## src/rtl/regfile_bist_pkg.sv

```systemverilog
// regfile_bist_pkg: shared sizes, FSM encodings, compare request and data-pattern helpers.
// Latency: n/a (definitions only).
// Backpressure: n/a.
package regfile_bist_pkg;

  localparam int NUM_REGS = 32;
  localparam int ADDR_W   = 5;
  localparam int DATA_W   = 32;
  localparam int ERR_W    = 8;

  localparam logic [2:0] IDLE     = 3'd0;
  localparam logic [2:0] PRECHECK = 3'd1;
  localparam logic [2:0] WRITE    = 3'd2;
  localparam logic [2:0] RADDR    = 3'd3;
  localparam logic [2:0] RWAIT    = 3'd4;
  localparam logic [2:0] RCHECK   = 3'd5;
  localparam logic [2:0] DONE     = 3'd6;

  // One dual-port readback sample handed to the comparator.
  typedef struct packed {
    logic [ADDR_W-1:0] addrA;
    logic [ADDR_W-1:0] addrB;
    logic [DATA_W-1:0] dataA;
    logic [DATA_W-1:0] dataB;
    logic [DATA_W-1:0] expA;
    logic [DATA_W-1:0] expB;
  } cmpReq_t;

  // Data written to register addr: walking one, address, or walking zero.
  function automatic logic [DATA_W-1:0] pattern(input int mode, input logic [ADDR_W-1:0] addr);
    logic [DATA_W-1:0] walkOne;
    walkOne = {{(DATA_W-1){1'b0}}, 1'b1} << addr;
    case (mode)
      1:       pattern = {{(DATA_W-ADDR_W){1'b0}}, addr};
      2:       pattern = ~walkOne;
      default: pattern = walkOne;
    endcase
  endfunction

  // Readback expectation: register 0 is hardwired to zero, and the precheck pass expects all zero.
  function automatic logic [DATA_W-1:0] expected(input int mode, input logic [ADDR_W-1:0] addr,
                                                 input logic zeroAll);
    if (zeroAll || addr == '0) expected = '0;
    else                       expected = pattern(mode, addr);
  endfunction

endpackage

```

## src/rtl/regfile_bist_cmp.sv

```systemverilog
// regfile_bist_cmp: compares both read ports against expected data and tallies mismatches.
// Latency: mismatch flags 1 cycle after checkEn; errorCount/first-fail 2 cycles after.
// Backpressure: none; accepts one dual-port compare every cycle.
module regfile_bist_cmp
  import regfile_bist_pkg::*;
(
  input  logic              clock,
  input  logic              ctrl_reset,
  input  logic              clear,
  input  logic              checkEn,
  input  cmpReq_t           req,
  output logic [ERR_W-1:0]  errorCount,
  output logic              failValid,
  output logic [ADDR_W-1:0] failReg
);

  logic              mismatch_a;
  logic              mismatch_b;
  logic [ADDR_W-1:0] addrA;
  logic [ADDR_W-1:0] addrB;
  logic [1:0]        hits;
  logic [ERR_W:0]    sum;

  // Stage 1: per-port mismatch flags (case inequality so X/Z reads count as errors) plus addresses.
  always_ff @(posedge clock) begin
    if (ctrl_reset || clear) begin
      mismatch_a <= 1'b0;
      mismatch_b <= 1'b0;
      addrA      <= '0;
      addrB      <= '0;
    end else begin
      mismatch_a <= checkEn && (req.dataA !== req.expA);
      mismatch_b <= checkEn && (req.dataB !== req.expB);
      addrA      <= req.addrA;
      addrB      <= req.addrB;
    end
  end

  assign hits = {1'b0, mismatch_a} + {1'b0, mismatch_b};
  assign sum  = {1'b0, errorCount} + {{(ERR_W-1){1'b0}}, hits};

  // Stage 2: saturating error tally and first-failure capture, port A taking priority over B.
  always_ff @(posedge clock) begin
    if (ctrl_reset || clear) begin
      errorCount <= '0;
      failValid  <= 1'b0;
      failReg    <= '0;
    end else begin
      errorCount <= sum[ERR_W] ? '1 : sum[ERR_W-1:0];
      if (!failValid && (mismatch_a || mismatch_b)) begin
        failValid <= 1'b1;
        failReg   <= mismatch_a ? addrA : addrB;
      end
    end
  end

endmodule

```

## src/rtl/regfile_bist.sv

```systemverilog
// regfile_bist: writes a pattern to all 32 registers, reads each back on both ports, reports result.
// Latency: start to done = 1 + 32 + 32*(READ_LATENCY+1) cycles; REGFILE_BIST_RESET_CHECK_EN adds a precheck read pass.
// Backpressure: none; start is ignored while busy, and held-high start re-runs after each done cycle.
module regfile_bist
  import regfile_bist_pkg::*;
#(
  parameter int PATTERN_MODE = 0,
  parameter int READ_LATENCY = 1
) (
  input  logic              clock,
  input  logic              ctrl_reset,
  input  logic              start,
  output logic              ctrl_writeEn,
  output logic [ADDR_W-1:0] ctrl_writeReg,
  output logic [DATA_W-1:0] data_writeReg,
  output logic [ADDR_W-1:0] ctrl_readRegA,
  output logic [ADDR_W-1:0] ctrl_readRegB,
  input  logic [DATA_W-1:0] data_readRegA,
  input  logic [DATA_W-1:0] data_readRegB,
  output logic              busy,
  output logic              done,
  output logic              pass,
  output logic [ERR_W-1:0]  error_count,
  output logic              fail_valid,
  output logic [ADDR_W-1:0] fail_reg
);

  localparam logic [ADDR_W-1:0] LAST_REG  = ADDR_W'(NUM_REGS - 1);
  localparam logic [1:0]        WAIT_LAST = 2'(READ_LATENCY - 2);

  logic [2:0]        state;
  logic [ADDR_W-1:0] idx;
  logic [1:0]        waitCnt;
  logic              preCheck;
  logic              runStart;
  cmpReq_t           cmpReq;

  // A run may launch from IDLE, or from DONE once done has been shown for at least one cycle.
  assign runStart = start && ((state == IDLE) || ((state == DONE) && done));

  assign pass = done && (error_count == '0);

  assign cmpReq.addrA = ctrl_readRegA;
  assign cmpReq.addrB = ctrl_readRegB;
  assign cmpReq.dataA = data_readRegA;
  assign cmpReq.dataB = data_readRegB;
  assign cmpReq.expA  = expected(PATTERN_MODE, ctrl_readRegA, preCheck);
  assign cmpReq.expB  = expected(PATTERN_MODE, ctrl_readRegB, preCheck);

  // Sequencer: write sweep, then per-index address / wait / check, then done.
  always_ff @(posedge clock) begin
    if (ctrl_reset) begin
      state         <= IDLE;
      idx           <= '0;
      waitCnt       <= '0;
      preCheck      <= 1'b0;
      busy          <= 1'b0;
      done          <= 1'b0;
      ctrl_writeEn  <= 1'b0;
      ctrl_writeReg <= '0;
      data_writeReg <= '0;
      ctrl_readRegA <= '0;
      ctrl_readRegB <= '0;
    end else if (runStart) begin
      busy <= 1'b1;
      done <= 1'b0;
      idx  <= '0;
`ifdef REGFILE_BIST_RESET_CHECK_EN
      preCheck <= 1'b1;
      state    <= RADDR;
`else
      preCheck <= 1'b0;
      state    <= WRITE;
`endif
    end else begin
      case (state)
        WRITE: begin
          ctrl_writeEn  <= 1'b1;
          ctrl_writeReg <= idx;
          data_writeReg <= pattern(PATTERN_MODE, idx);
          idx           <= idx + 1'b1;
          if (idx == LAST_REG) state <= RADDR;
        end
        RADDR: begin
          ctrl_writeEn  <= 1'b0;
          ctrl_writeReg <= '0;
          data_writeReg <= '0;
          ctrl_readRegA <= idx;
          ctrl_readRegB <= LAST_REG - idx;
          waitCnt       <= '0;
          state         <= (READ_LATENCY > 1) ? RWAIT : RCHECK;
        end
        RWAIT: begin
          waitCnt <= waitCnt + 1'b1;
          if (waitCnt == WAIT_LAST) state <= RCHECK;
        end
        RCHECK: begin
          if (idx == LAST_REG) begin
            idx <= '0;
            if (preCheck) begin
              preCheck <= 1'b0;
              state    <= WRITE;
            end else begin
              state <= DONE;
            end
          end else begin
            idx   <= idx + 1'b1;
            state <= RADDR;
          end
        end
        DONE: begin
          // First DONE cycle lets the final compare drain before done/pass are shown.
          if (!done) begin
            done <= 1'b1;
            busy <= 1'b0;
          end
        end
        default: state <= state;
      endcase
    end
  end

  regfile_bist_cmp u_cmp (
    .clock      (clock),
    .ctrl_reset (ctrl_reset),
    .clear      (runStart),
    .checkEn    (state == RCHECK),
    .req        (cmpReq),
    .errorCount (error_count),
    .failValid  (fail_valid),
    .failReg    (fail_reg)
  );

endmodule

```

## config.mk

```make
export PLATFORM = sky130hd
export DESIGN_NAME = regfile_bist
export DESIGN_NICKNAME = d
export VERILOG_FILES = /design/src/rtl/regfile_bist_pkg.sv /design/src/rtl/regfile_bist_cmp.sv /design/src/rtl/regfile_bist.sv
export SDC_FILE = /design/constraint.sdc
export NUM_CORES = 1
export LEC_CHECK = 0
export ABC_AREA = 1
export CAP_MARGIN = 10
export CELL_PAD_IN_SITES_DETAIL_PLACEMENT = 1
export CELL_PAD_IN_SITES_GLOBAL_PLACEMENT = 2
export CORE_ASPECT_RATIO = 0.5
export CORE_MARGIN = 5
export CORE_UTILIZATION = 23
export DETAILED_ROUTE_END_ITERATION = 7
export GPL_TIMING_DRIVEN = 0
export PLACE_DENSITY = 0.79
export SKIP_CTS_REPAIR_TIMING = 1
export SLEW_MARGIN = 20
export SYNTH_ARGS = -nofsm -noshare
export SYNTH_HDL_FRONTEND = slang
export SYNTH_HIERARCHICAL = 1
export SYNTH_SLANG_ARGS = --single-unit
```

## constraint.sdc

```tcl
create_clock -name clock -period 1.7 [get_ports clock]
set_clock_uncertainty 0.15 [all_clocks]
set_input_delay 0.34 -clock clock [delete_from_list [all_inputs] [get_ports clock]]
set_output_delay 0.34 -clock clock [all_outputs]
set_load 0.01 [all_outputs]
```

# Word-level counts from Yosys, hierarchy flattened
# Cells that the tools add are included.
[totals]
regBits = 86
input_bits = 67
out_inout_bits = 65
elab_cells = 86
[op_classes]
addsub = 5
eq_ne = 14
n_shift = 3
n_mux = 18
bitwise = 1
n_reduce_logical = 27
[ops]
columns = ["op", "n"]
rows = [
  ["<< shifter 1 x 5 -> 32 bit (first input constant)", 3],
  ["2-to-1 mux 32 bit", 2],
  ["!== test 32 bit", 2],
  ["one-hot mux 32 bit (2 select lines)", 1],
  ["one-hot mux 5 bit (2 select lines)", 2],
  ["one-hot mux 3 bit (4 select lines)", 1],
  ["zero test 5 bit", 2],
  ["2-to-1 mux 5 bit", 2],
  ["adder 8 x 2 -> 9 bit", 1],
  ["== test 3 bit (second input constant)", 3],
  ["2-to-1 mux 3 bit", 3],
  ["zero test 8 bit", 1],
  ["2-to-1 mux 8 bit", 1],
  ["AND reduction 2 bit", 4],
  ["nonzero test 2 bit", 4],
  ["== test 3 x 2 -> 1 bit (second input constant)", 2],
  ["logical AND 1 bit", 6],
  ["!= test 3 x 2 -> 1 bit (second input constant)", 2],
  ["AND reduction 3 bit", 2],
  ["adder 5 x 1 -> 5 bit (second input constant)", 1],
  ["== test 5 bit (second input constant)", 1],
  ["nonzero test 5 bit", 1],
  ["subtractor 5 bit (first input constant)", 1],
  ["!= test 2 bit (second input constant)", 2],
  ["other kinds (14)", 18],
]

# Logic depth before layout (Yosys ltp)
# Gate-level depths: netlist of run 1.
[logic_depth]
word_depth = 6
mapped_depth = 13
depth_no_buf = 12

# By module
# The synthesis of run 1 kept the hierarchy.
[by_module_without_submodules]
columns = ["mod", "n_inst", "cells_each", "area_per_inst_um2", "seq_area_each_um2"]
rows = [
  ["regfile_bist", 1, 439, 3075.4, 1201.2],
  ["regfile_bist_cmp", 1, 449, 2249.7, 520.5],
]

# Worst setup path after synthesis of run 1
# No wires, ideal clock.
[synth_timing]
path_kind = "flip-flop to flip-flop"
startpoint = "register ctrl_readRegA[3]"
endpoint = "register u_cmp.mismatch_a"
setup_time_ns = 0.112
t_arrival_ns = 1.513
required_time_ns = 1.438
slack_ns = -0.075
stages_incl_launch_ff = 13
path_buffers = 1
period_less_slack_ns = 1.775
path_cell_list = "dfxtp_1 -> clkinv_1 -> clkbuf_1 -> nor3_1 -> inv_1 -> nand2_1 -> nand2_1 -> nor2_1 -> nand2_1 -> nor2_1 -> nand2_1 -> nor2_1 -> nor2_1"
[synth_lines]
columns = ["element", "line_no", "rtl"]
rows = [
  ["from (decl)", "regfile_bist.sv:16", "output logic [ADDR_W-1:0] ctrl_readRegA,"],
  ["from (signal assigned)", "regfile_bist.sv:88", "ctrl_readRegA <= idx;"],
  ["to (signal assigned)", "regfile_bist_cmp.sv:32", "mismatch_a <= checkEn && (req.dataA !== req.expA);"],
  ["to (decl)", "regfile_bist_cmp.sv:17", "logic mismatch_a;"],
]

==> results of run 1 <==
==> critical path: stages (launching register included) <==
cell	delay, ns
dfxtp_4	0.40
clkinvlp_4	0.18
buf_8	0.20
nor3_2	0.21
nand2_1	0.08
inv_1	0.06
nor2_1	0.04
nor2_1	0.12
nand2_1	0.06
nor2_1	0.08
nand2_1	0.10
nor2_2	0.15
nor2_1	0.05
==> power groups by stage <==
stage          clock, mW  combinational, mW  sequential [mW]
2_1_floorplan          0              0.235             2.08
3_3_place_gp           0              0.493             2.08
5_1_grt             2.28              0.574             2.02
6_report            2.13              0.518             2.02
4_1_cts             2.20              0.506             2.04
3_5_place_dp           0              0.503             2.08
==> worst paths after layout <==
path	from	end	slack, ns	cells after the start
setup / recovery	ctrl_readRegB[3]	u_cmp/mismatch_b	-0.27	12
hold / removal	ctrl_readRegB[1]	u_cmp/addrB[1]	0.30	2
setup reg to reg	ctrl_readRegB[3]	u_cmp/mismatch_b	-0.27	12
hold reg to reg	ctrl_readRegB[1]	u_cmp/addrB[1]	0.30	2
==> sequential cells by signal (all words and copies together), names as in the netlist <==
name,flops
ctrl_writeEn,1
ctrl_writeReg,5
u_cmp/failReg,5
u_cmp/errorCount,8
u_cmp/failValid,1
done,1
idx,5
u_cmp/mismatch_b,1
ctrl_readRegB,5
u_cmp/addrB,5
u_cmp/addrA,5
data_writeReg,32
u_cmp/mismatch_a,1
busy,1
ctrl_readRegA,5
state,3
waitCnt,2
==> routing by layer <==
| layer | part of all wire | vias up | GRT usage |
|---|---|---|---|
| met2 | 0.50 | 66 | 0.245 |
| met1 | 0.46 | 2788 | 0.178 |
| met5 | 0 | - | 0 |
| met3 | 0.027 | 16 | 0.0214 |
| met4 | 0.0087 | 0 | 0.0253 |
| li1 | - | 3025 | - |
==> layout by cell type, fill, tap and decap left out, drive strengths merged, types with 2 or more instances in the layout <==
cell type | Yosys | routed
buf | 24 | 50
ha | 9 | 9
clkdlybuf4s50 | 0 | 66
dlymetal6s2s | 0 | 64
nand3b | 2 | 2
conb | 1 | 4
o21ai | 10 | 10
clkinv | 5 | 2
a21oi | 76 | 76
inv | 149 | 148
nor3 | 39 | 39
clkbuf | 9 | 22
clkinvlp | 0 | 6
nand3 | 24 | 24
dfxtp | 86 | 86
xnor2 | 3 | 3
xor2 | 7 | 7
nor2 | 154 | 154
nand2 | 280 | 280
nor4 | 3 | 3
nand4 | 2 | 2
bufinv | 0 | 2
==> final cells by class <==
cell class / instances / area [µm²] / share of cell area
Clock inverter: 3 / 67.6 / 0.00805
Timing Repair inverter: 1 / 7.51 / 0.000894
Sequential cell: 86 / 1780 / 0.212
Timing Repair Buffer: 156 / 1660 / 0.197
Multi-Input combinational cell: 618 / 3370 / 0.401
Clock buffer: 13 / 250 / 0.0298
Buffer: 33 / 278 / 0.0331
Tap cell: 307 / 384 / 0.0457
Inverter: 154 / 611 / 0.0727
==> cell families after synthesis <==
family          synth area share
buf+inv                    0.147
flops                      0.323
fa+ha+maj                 0.0249
other cells             0.000704
compound gates            0.0961
simple gates               0.392
xor+xnor                  0.0164
==> through the flow <==
step / instance area, µm² / hold WS (ns) / power (mW) / setup slack, ns / instances
after global placement: 7060 / 0.289 / 2.58 / -0.581 / 1329
after CTS: 7370 / 0.301 / 4.74 / -0.612 / 1345
after global routing: 8400 / 0.320 / 4.87 / -0.428 / 1371
after floorplan: 5360 / 0.269 / 2.32 / -0.0185 / 891
after detailed placement: 7060 / 0.290 / 2.58 / -0.635 / 1329
final: 8400 / 0.301 / 4.67 / -0.270 / 1371
==> run_results.csv, run 1 <==
group,metric,value,unit
run_status,status,"complete, but fails checks",
run_status,violations,"negative setup slack",
logic_synthesis,synth.top_cell.area_share,0.323,
clocking,cts_htree_levels,3,
global_routing,grt_max_degree,14,
logic_synthesis,yosys-top-cells-area,"dfxtp_1 32%, nand2_1 19%, nor2_1 11%",
logic_synthesis,syn_inst,888,
timing,setup_slack,-0.270,ns
logic_synthesis,yosysMostFrequentCell,"nand2_1",
setup_path,setup.worst_path.end_class,"flip-flop",
logic_synthesis,synth-async-reset-ratio,0,
pwr,power.share.clock,0.457,
clocking,clk_pin_slew,0.06,ns
cells_and_area,fillers,2848,
setup_path,critical_path_class,"flip-flop to flip-flop",
logic_synthesis,yosysSeqAreaShare,0.323,
setup_path,cp_max_fo,10,
cells_and_area,layout-drive-gt1-share,0.208,
logic_synthesis,syn_area_per_cell,6.00,µm²
routing,drtAntennaViolNets,0,
placement,dp_hpwl,14.8,mm
pwr,p_leak,4.64,nW
routing,wirelength,19.5,mm
logic_synthesis,synth_common_cells,"276 x nand2_1, 151 x nor2_1, 146 x inv_1, 86 x dfxtp_1, 57 x a21oi_1",
clocking,clk_latency,0.34,ns
timing,setup_viol,5,
floorplan,die_w,225,µm
pwr,p_comb_frac,0.111,
clocking,cts_tree,"done",
timing,max_freq,508,MHz
floorplan,start_util,0.234,
routing,wl_per_cell,14.2,µm
logic_synthesis,yosys_warnings,6,
timing,hold_violations,0,
pwr,p_per_area,557,nW/µm²
routing,vias,5895,
timing,drv_slew,0,
logic_synthesis,ys.flop_type,"dfxtp_1",
routing,drt_first_pass_iters,4,
setup_path,start_kind,"flip-flop",
floorplan,core-area,22800,µm²
pwr,peakVddDrop,0.452,mV
pwr,sequentialPowerShare,0.433,
routing,detail_route.iter0.violations,223,
cells_and_area,syn_to_final_growth,57.7,%
floorplan,die_h,118,µm
setup_path,crit_required,1.79,ns
clocking,clock_path_buffers,2,
pwr,power.internal,3.59,mW
timing,period_needed,1.97,ns
clocking,cts.sinks,86,
floorplan,rows,39,
timing,fin_tns_setup,-0.571,ns
routing,drc,0,
floorplan,die_area,26500,µm²
min_path,hold_class,"flip-flop to flip-flop",
timing,rsz0062_at_grt,"yes",
logic_synthesis,ys_seq_elements,86,
timing,tightest_slew,0.505,ns
global_routing,grt.overflow.total,0,
setup_path,arrival,2.06,ns
timing,period_share,1.16,
cells_and_area,diodes,0,
logic_synthesis,synth_top_cell_by_area,"dfxtp_1",
routing,via_per_inst,4.30,
placement,gp_congestion,0.770,
global_routing,grt_pass1_wl,30.2,mm
global_routing,antenna_found_initial,0,
flow_run,maxCapViolations,0,
cells_and_area,final_nets,1136,
global_routing,grt_pass1_vias,6021,
floorplan,io_pins,132,
timing,max_slew_margin,0.663,
clocking,cts_made_buffers,9,
placement,io_buffers,131,
global_routing,grt.total_usage,0.138,
clocking,cts_root_buf,"clkbuf_16",
logic_synthesis,syn-cell-area,5330,µm²
pwr,switching_share,0.231,
logic_synthesis,synth_enable_flop_cells,0,
pwr,switchingPower,1.08,mW
logic_synthesis,synth_cell_types,32,
cells_and_area,postLayoutCoreUtil,0.369,
No activity file was read; power rests on OpenSTA's default activity.
==> run 2, diff against run 1 <==
Settings changed: PLACE_DENSITY 0.79 to default, PLACE_DENSITY_LB_ADDON from default to 0.1, SETUP_SLACK_MARGIN from default to 0.05.
==> run 2 against run 1 <==
The flow still finishes with violations (negative setup slack). First-iteration DRC count decreased by 43%. Die area stayed put. Count of clock-buffer cells in the layout shrank 3. Flip-flop and latch count is the same. Via count shrank 2.3%. Critical path depth is 1 higher. Largest cell class unchanged. Routed wire length shrank 3.2%. Final cell count rose by 0.15%. Non-clock buffer count is 3 higher. Sequential share of layout area down 0.26 points. Critical path type unchanged. Register-to-register slack gained 0.099 ns.
==> run_results.csv, run 2 (synthesis results as in run 1) <==
group,metric,value,unit
pwr,peakVddDrop,0.411,mV
cells_and_area,largest_reg_flops,32,
run_status,status,"complete, but fails checks",
placement,dp_hpwl,14.8,mm
timing,hold_violations,0,
flow_run,maxCapViolations,0,
routing,drc,0,
clocking,cts_root_buf,"clkbuf_16",
cells_and_area,final_cells,1373,
pwr,power.total,4.66,mW
routing,vias,5762,
global_routing,grt_pass1_wl,29.7,mm
setup_path,cp_max_fo,5,
timing,fin_tns_setup,-0.884,ns
timing,rsz0062_at_grt,"yes",
floorplan,die_area,26500,µm²
setup_path,setup.worst_path.end_class,"flip-flop",
floorplan,io_pins,132,
clocking,clk_pin_slew,0.07,ns
cells_and_area,syn_to_final_growth,59.4,%
global_routing,grt.total_usage,0.137,
setup_path,r2r-start,"ctrl_readRegA[0]",
global_routing,grt_util_met2,0.232,
min_path,worstHoldEndpoint,"ctrl_writeEn",
clocking,cts.sinks,86,
timing,period_share,1.10,
global_routing,grt.overflow.total,0,
setup_path,crit_required,1.79,ns
floorplan,die_h,118,µm
global_routing,grt_max_degree,17,
timing,max_slew_margin,0.654,
setup_path,start_kind,"flip-flop",
floorplan,rows,39,
clocking,cts_tree,"done",
clocking,cts_made_buffers,9,
clocking,clk_latency,0.35,ns
routing,drt_first_pass_iters,4,
floorplan,die_w,225,µm
routing,detail_route.iter0.violations,128,
routing,wirelength,18.9,mm
cells_and_area,layout-drive-gt1-share,0.219,
timing,period_needed,1.87,ns
cells_and_area,final_cell_mix,"264 x nand2_1, 137 x inv_1, 126 x nor2_1",
setup_path,regToRegSetupSlack,-0.17,ns
cells_and_area,postLayoutCoreUtil,0.373,
global_routing,met1_usage,0.185,
timing,fin_hold_ws,0.310,ns
setup_path,ff2ff_path_depth,13,
global_routing,use_met3,0.0249,
floorplan,core-area,22800,µm²
timing,tightest_slew,0.519,ns
floorplan,start_util,0.234,
cells_and_area,reg_top3,"data_writeReg: 32 flops, u_cmp/errorCount: 8 flops",
timing,setup_slack,-0.172,ns
setup_path,critical_path_class,"flip-flop to flip-flop",
placement,place_inst,1329,
timing,max_freq,534,MHz
cells_and_area,registers.top_by_ff_count,"data_writeReg",
min_path,hold_class,"flip-flop to flip-flop",
timing,drv_slew,0,
placement,gp_congestion,0.737,
pwr,p_leak,4.58,nW
global_routing,grt-busiest-layer,"met2",
min_path,holdPathStages,2,
routing,wl_per_cell,13.8,µm
cells_and_area,diodes,0,
clocking,cts_htree_levels,3,
routing,drtAntennaViolNets,0,
global_routing,grt_pass1_vias,5804,
pwr,p_per_area,548,nW/µm²
clocking,clock_path_buffers,2,
timing,setup_viol,11,
setup_path,arrival,1.96,ns
min_path,hold_start,"ctrl_writeEn",
placement,io_buffers,131,
routing,via_per_inst,4.20,
setup_path,rr_endpoint,"u_cmp/mismatch_a",
run_status,violations,"negative setup slack",
cells_and_area,layout_commonest_cell,"nand2_1",
global_routing,antenna_found_initial,0,
cells_and_area,final_nets,1138,
## run 2: worst max path at each step
stage                                start               end  depth (start not counted)
final                     ctrl_readRegA[0]  u_cmp/mismatch_a                         13
after CTS                 ctrl_readRegA[3]  u_cmp/mismatch_a                         12
after global routing      ctrl_readRegA[0]  u_cmp/mismatch_a                         13
after global placement    ctrl_readRegA[3]  u_cmp/mismatch_a                         12
after detailed placement  ctrl_readRegA[3]  u_cmp/mismatch_a                         12
after floorplan           ctrl_readRegA[3]  u_cmp/mismatch_a                         12
## run 2: final cells by class
cell class,instances,area [µm²]
fillers,2833,14300
multi-input cells,618,3420
flip-flops and latches,86,1770
repair buffers,159,1670
inverters,154,617
well taps,307,384
plain buffers,33,310
clock buffers,10,239
clock inverters,6,76.3
## run 2: worst max-delay path, stage by stage, from the launching register on
cell	delay [ns]
dfxtp_4	0.36
buf_4	0.18
inv_6	0.08
nand3_4	0.11
nor3_4	0.23
inv_1	0.06
nand2_1	0.06
nand2_1	0.05
nor2_1	0.09
nand2_1	0.07
nor2_2	0.11
nand2_1	0.08
nor2_2	0.11
nor2_1	0.05
## run 2: per-stage QoR
| step | worst slack, ns | instance area, µm² |
|---|---|---|
| global route | -0.323 | 8490 |
| finish | -0.172 | 8490 |
| floorplan | 0.0111 | 5430 |
| detailed placement | -0.604 | 7120 |
| global placement | -0.570 | 7120 |
| CTS | -0.617 | 7440 |
## run 2: metal layers
| layer | share of wire | wire, µm |
|---|---|---|
| met5 | 0 | 0 |
| met4 | 0.0064 | 121 |
| met3 | 0.031 | 588 |
| met2 | 0.48 | 9010 |
| met1 | 0.49 | 9170 |
## run 2: report_power, final
| part | internal [mW] | switching, mW | total (mW) |
|---|---|---|---|
| Sequential | 2.01 | 0.00979 | 2.02 |
| Clock | 1.21 | 0.899 | 2.10 |
| Combinational | 0.263 | 0.266 | 0.529 |
| Total | 3.48 | 1.17 | 4.66 |
==> run 3, diff against run 2 <==
Settings changed: CTS_CLUSTER_SIZE from default to 30.
==> results of run 3 <==
Final layout, timing and power as in run 2 (identical DEF).
